### config.mk
export PLATFORM = sky130hd
export DESIGN_NAME = sfp_accum_act_flat
export DESIGN_NICKNAME = d
export VERILOG_FILES = /design/src/rtl/sfp_accum_act_if.sv /design/src/rtl/sfp_accum_act.sv /design/src/flat_wrapper.sv
export SDC_FILE = /design/constraint.sdc
export NUM_CORES = 1
export LEC_CHECK = 0
export ABC_AREA = 1
export ABC_CLOCK_PERIOD_IN_PS = 7800
export CORE_ASPECT_RATIO = 1.2
export CORE_MARGIN = 4
export CORE_UTILIZATION = 59
export DETAILED_ROUTE_END_ITERATION = 7
export PLACE_DENSITY_LB_ADDON = 0.25
export SKIP_LAST_GASP = 1
export SLEW_MARGIN = 20
export SYNTH_ARGS = -nofsm -noshare
export SYNTH_HDL_FRONTEND = slang
export SYNTH_SLANG_ARGS = --single-unit
### constraint.sdc
create_clock -name clk -period 7.8 [get_ports clk]
set_input_delay 1.56 -clock clk [delete_from_list [all_inputs] [get_ports clk]]
set_output_delay 1.56 -clock clk [all_outputs]
set_load 0.1 [all_outputs]
### src/rtl/sfp_accum_act_if.sv
// rtl/sfp_accum_act_if.sv - psum input stream and result output handshake bundle
interface sfp_accum_act_if #(
  parameter int psum_bw = 16,
  parameter int col     = 8
);
  logic                     in_valid;
  logic                     in_last;
  logic                     in_ready;
  logic [psum_bw*col-1:0]   sfp_in;
  logic                     out_valid;
  logic                     out_ready;
  logic [psum_bw*col-1:0]   sfp_out;

  modport master (
    output in_valid, in_last, sfp_in, out_ready,
    input  in_ready, out_valid, sfp_out
  );

  modport slave (
    input  in_valid, in_last, sfp_in, out_ready,
    output in_ready, out_valid, sfp_out
  );
endinterface

### src/rtl/sfp_accum_act.sv
// rtl/sfp_accum_act.sv - saturating per-channel psum accumulator with optional ReLU and output hold
module sfp_accum_act #(
  parameter int                         psum_bw = 16,
  parameter int                         col     = 8,
  parameter logic signed [psum_bw-1:0]  thres   = '0,
  parameter int                         cnt_bw  = 8
) (
  input  logic              clk,
  input  logic              reset,
  input  logic              clr,
  input  logic              relu_en,
  sfp_accum_act_if.slave    s,
  output logic [col-1:0]    sat_flag,
  output logic [cnt_bw-1:0] beat_cnt
);

  typedef enum logic [1:0] {IDLE, ACC, ACT, HOLD} state_t;

  localparam logic signed [psum_bw-1:0] max_v = {1'b0, {(psum_bw-1){1'b1}}};
  localparam logic signed [psum_bw-1:0] min_v = {1'b1, {(psum_bw-1){1'b0}}};

  state_t                    state;
  logic signed [psum_bw-1:0] acc     [col];
  logic signed [psum_bw-1:0] acc_nxt [col];
  logic        [psum_bw:0]   sum     [col];
  logic        [col-1:0]     sat_nxt;
  logic                      accept;

  assign s.in_ready = (state == IDLE) || (state == ACC);
  assign accept     = s.in_valid && s.in_ready;

  // One extra bit of headroom: the top two bits disagree exactly on overflow.
  always_comb begin
    sat_nxt = '0;
    for (int k = 0; k < col; k++) begin
      sum[k] = {acc[k][psum_bw-1], acc[k]} +
               {s.sfp_in[psum_bw*(k+1)-1], s.sfp_in[k*psum_bw +: psum_bw]};
      if (sum[k][psum_bw] != sum[k][psum_bw-1]) begin
        sat_nxt[k] = 1'b1;
        acc_nxt[k] = sum[k][psum_bw] ? min_v : max_v;
      end else begin
        acc_nxt[k] = sum[k][psum_bw-1:0];
      end
    end
  end

  always_ff @(posedge clk) begin
    if (reset || clr) begin
      state       <= IDLE;
      s.out_valid <= 1'b0;
      s.sfp_out   <= '0;
      sat_flag    <= '0;
      beat_cnt    <= '0;
      for (int k = 0; k < col; k++) acc[k] <= '0;
    end else begin
      case (state)
        IDLE, ACC: begin
          if (accept) begin
            for (int k = 0; k < col; k++) acc[k] <= acc_nxt[k];
            sat_flag <= sat_flag | sat_nxt;
            if (beat_cnt != '1) beat_cnt <= beat_cnt + cnt_bw'(1);
            state <= s.in_last ? ACT : ACC;
          end
        end
        ACT: begin
          for (int k = 0; k < col; k++)
            s.sfp_out[k*psum_bw +: psum_bw] <= (relu_en && !(acc[k] > thres)) ? '0 : acc[k];
          s.out_valid <= 1'b1;
          state       <= HOLD;
        end
        HOLD: begin
          if (s.out_ready) begin
            s.out_valid <= 1'b0;
            sat_flag    <= '0;
            beat_cnt    <= '0;
            for (int k = 0; k < col; k++) acc[k] <= '0;
            state <= IDLE;
          end
        end
        default: state <= IDLE;
      endcase
    end
  end

endmodule

### src/flat_wrapper.sv
// flat-port wrapper written by rule: the top's interface ports become plain ports
module sfp_accum_act_flat 
#(
  parameter int                         psum_bw = 16,
  parameter int                         col     = 8,
  parameter logic signed [psum_bw-1:0]  thres   = '0,
  parameter int                         cnt_bw  = 8
)
  (clk, reset, clr, relu_en, sat_flag, beat_cnt, s_in_valid, s_in_last, s_sfp_in, s_out_ready, s_in_ready, s_out_valid, s_sfp_out);
  sfp_accum_act_if #(.psum_bw(psum_bw), .col(col)) s_i ();
  input  logic clk;
  input  logic reset;
  input  logic clr;
  input  logic relu_en;
  output logic [col-1:0] sat_flag;
  output logic [cnt_bw-1:0] beat_cnt;
  input wire logic [$bits(s_i.in_valid)-1:0] s_in_valid;
  input wire logic [$bits(s_i.in_last)-1:0] s_in_last;
  input wire logic [$bits(s_i.sfp_in)-1:0] s_sfp_in;
  input wire logic [$bits(s_i.out_ready)-1:0] s_out_ready;
  output wire logic [$bits(s_i.in_ready)-1:0] s_in_ready;
  output wire logic [$bits(s_i.out_valid)-1:0] s_out_valid;
  output wire logic [$bits(s_i.sfp_out)-1:0] s_sfp_out;
  assign s_i.in_valid = s_in_valid;
  assign s_i.in_last = s_in_last;
  assign s_i.sfp_in = s_sfp_in;
  assign s_i.out_ready = s_out_ready;
  assign s_in_ready = s_i.in_ready;
  assign s_out_valid = s_i.out_valid;
  assign s_sfp_out = s_i.sfp_out;
  sfp_accum_act #(.psum_bw(psum_bw), .col(col), .thres(thres), .cnt_bw(cnt_bw)) u_core (.clk(clk), .reset(reset), .clr(clr), .relu_en(relu_en), .s(s_i), .sat_flag(sat_flag), .beat_cnt(beat_cnt));
endmodule
==> reports/qor.txt <==
Max Freq: 0.255 GHz
Largest net degree at the start of global routing: 127
GRT overflow: 0
Initial Utilization: 60.1%
Setup-failing EPs final: 0
Antenna Nets Post-Route: 0
Post CTS Setup Buffer Count: 0
Ratio of cells with drive above 1 in the final layout: 5.74%
Die area: 33100 µm²
Max Cap Viol: 0
Commonest cells after routing, fill and taps aside: 752 x nand2_1, 308 x a21oi_1, 280 x clkdlybuf4s50_1
Clock Latency Late Sink: 0.57 ns
Global-route wire length before repair: 83.5 mm
CTS tree: done
Antenna violations before repair: 6
Worst EP required: 6.24 ns
Relative slew slack: 23.4%
HPWL after detailed placement: 38.9 mm
Worst Path Max Fanout: 7
Critical path capture point type: output pin
Synth Instances: 2513
Clock network power share: 35.5%
Worst Hold Class: reg2reg
Hold path depth: 2
Part of the Yosys area used for sequential elements: 34.4%
Cell Rows: 69
Routability congestion estimate: 0.947
Total CTS buffers: 30
Clock transition at the registers of the reported paths: 0.06 ns
Synth-to-layout area growth: 22.5%
Synthesized area: 17900 µm²
Avg WL per Cell: 16.6 µm
Sw Share: 33.5%
Internal power: 2.82 mW
DRT Pass-1 Iters: 5
Routed WL: 52.5 mm
GRT Util Overall: 30.0%
Post-synth EDFFs: 64
Post-layout nets: 3018
Clock Sinks: 275
Clock buffer depth: 3
DR iter-0 viols: 1392
Avg Inst Size Synth: 7.11 µm²
Endpoints failing hold: 0
Clock Skews: 0.0177 ns
Tmin final: 3.93 ns
Total I/O pin count: 281
Sequential power share: 37.7%
Ys async rst share: 0%
DRC: 0
PortBufs: 280
CTS root buf: clkbuf_16
Chip Height: 199 µm
Library cells used by synthesis: 42
Chip width: 167 µm
Yosys warns: 0
Startpoint types: flop
Period utilization: 50.4%
Reg2Reg Depth: 15
PnR worst setup slack: 3.87 ns
Post-Place Worst Slack: 3.41 ns
Commonest non-fill, non-tap cell in the layout: nand2_1
Combinational share of power: 26.8%
Vias/cell: 5.66
VDD IR max: 0.202 mV
Post-CTS Hold Fix Bufs: 0
Non-Filler Instances: 3165
RSZ-0062 raised after global routing: false
Top FF cell, synth: dfxtp_1
Vias post-DR: 17900
Net switching power: 1.42 mW
Core area: 29700 µm²
Fillcell total: 2400
Yosys reg bits: 275
Number of global-route vias before repair: 17100
Worst hold slack: 0.453 ns
P_leak: 10.0 nW
Setup TNS: 0 ns
Outcome: completed
Worst Path Arrival: 2.37 ns
PwrDens: 194 nW/µm²
CP Class: reg2out
Cells after DPL: 3104
Syn_nets: 2785
Worst Tran Pin Value: 1.15 ns
Resized cells post-CTS: 0
Final Max Tran Viols: 0
H-tree depth: 1
[power groups by stage]
stage | clock [mW] | sequential, mW | combinational [mW]
final | 1.51 | 1.60 | 1.14
after global routing | 1.57 | 1.61 | 1.26
after CTS | 1.52 | 1.60 | 1.13
after detailed placement | 0 | 1.63 | 1.12
after global placement | 0 | 1.63 | 1.10
after floorplan | 0 | 1.71 | 0.748
[layer usage]
| layer | wire length [µm] | global-route usage [%] | share of wire [%] | vias to the layer above |
|---|---|---|---|---|
| met1 | 21100 | 37.1 | 40 | 8284 |
| met3 | 3840 | 4.89 | 7.3 | 126 |
| met4 | 1830 | 10.9 | 3.5 | 8 |
| li1 | - | - | - | 8862 |
| met5 | 55 | 0 | 0.10 | - |
| met2 | 25700 | 53.2 | 49 | 642 |
[flip-flops by register name, indices dropped and copies added (netlist names)]
signal	cells
u_core.state	2
u_core.s.sfp_out	128
u_core.acc	128
u_core.sat_flag	8
u_core.beat_cnt	8
u_core.s.out_valid	1
[final timing paths]
kind,to,startpoint,slack [ns]
worst max-delay path,s_in_ready,u_core.state[1]$_SDFFE_PP0P_,3.87
worst min-delay path,u_core.sat_flag[7]$_SDFFE_PP0P_,u_core.sat_flag[7]$_SDFFE_PP0P_,0.45
worst max register to register,u_core.acc[0][45]$_SDFFCE_PP0P_,u_core.acc[0][32]$_SDFFCE_PP0P_,4.94
worst min register to register,u_core.sat_flag[7]$_SDFFE_PP0P_,u_core.sat_flag[7]$_SDFFE_PP0P_,0.45
[cells by family (layout without fill, tap and decap cells)]
group                      after synthesis  count (layout)  synth area share [%]
other                                    0               5                     0
and+or+nand+nor                       1162            1162                  27.8
adders and majority gates              137             137                  9.94
xor gates and xnor gates                77              77                  3.78
DFF                                    275             275                  34.4
buffers and inverters                  298             555                  6.83
AOI/OAI and AO/OA                      564             564                  17.3
[Yosys cell counts, drive strengths merged (9+ instances only)]
| cell type | n | share of area, % |
|---|---|---|
| xnor2 | 34 | 1.7 |
| nand4 | 18 | 0.67 |
| ha | 129 | 9.0 |
| a21oi | 342 | 11 |
| or2 | 12 | 0.42 |
| o21ai | 183 | 5.2 |
| nand3 | 141 | 4.1 |
| and2 | 12 | 0.43 |
| nand2 | 790 | 17 |
| clkbuf | 55 | 1.2 |
| dfxtp | 211 | 24 |
| buf | 32 | 1.2 |
| a21o | 9 | 0.38 |
| xor2 | 43 | 2.1 |
| o21bai | 14 | 0.59 |
| nor3 | 39 | 1.2 |
| nor2 | 119 | 2.5 |
| inv | 210 | 4.4 |
| edfxtp | 64 | 11 |
| nor4 | 25 | 0.88 |
[stage by stage]
stage	total power [mW]	instance area (µm²)	utilization [%]
finish	4.25	21900	73.7
global route	4.44	21900	73.6
detailed placement	2.75	20800	70.0
CTS	4.24	21900	73.6
global placement	2.72	20800	70.0
floorplan	2.45	17900	-
[worst max-delay path: stages, from the launching register on]
cell and delay [ns]:
dfxtp_1 0.39, inv_1 0.19, clkdlybuf4s50_1 1.22
[final cells by class]
class,count,area (µm²),share of cell area [%]
multi-input combinational,1940,10500,48.1
clock buffer,43,925,4.23
tap,390,488,2.23
timing repair buffer,288,2870,13.1
antenna,5,12.5,0.0572
clock inverter,13,129,0.589
inverter,211,792,3.62
sequential,275,6150,28.1
No activity file was read; power rests on OpenSTA's default activity.
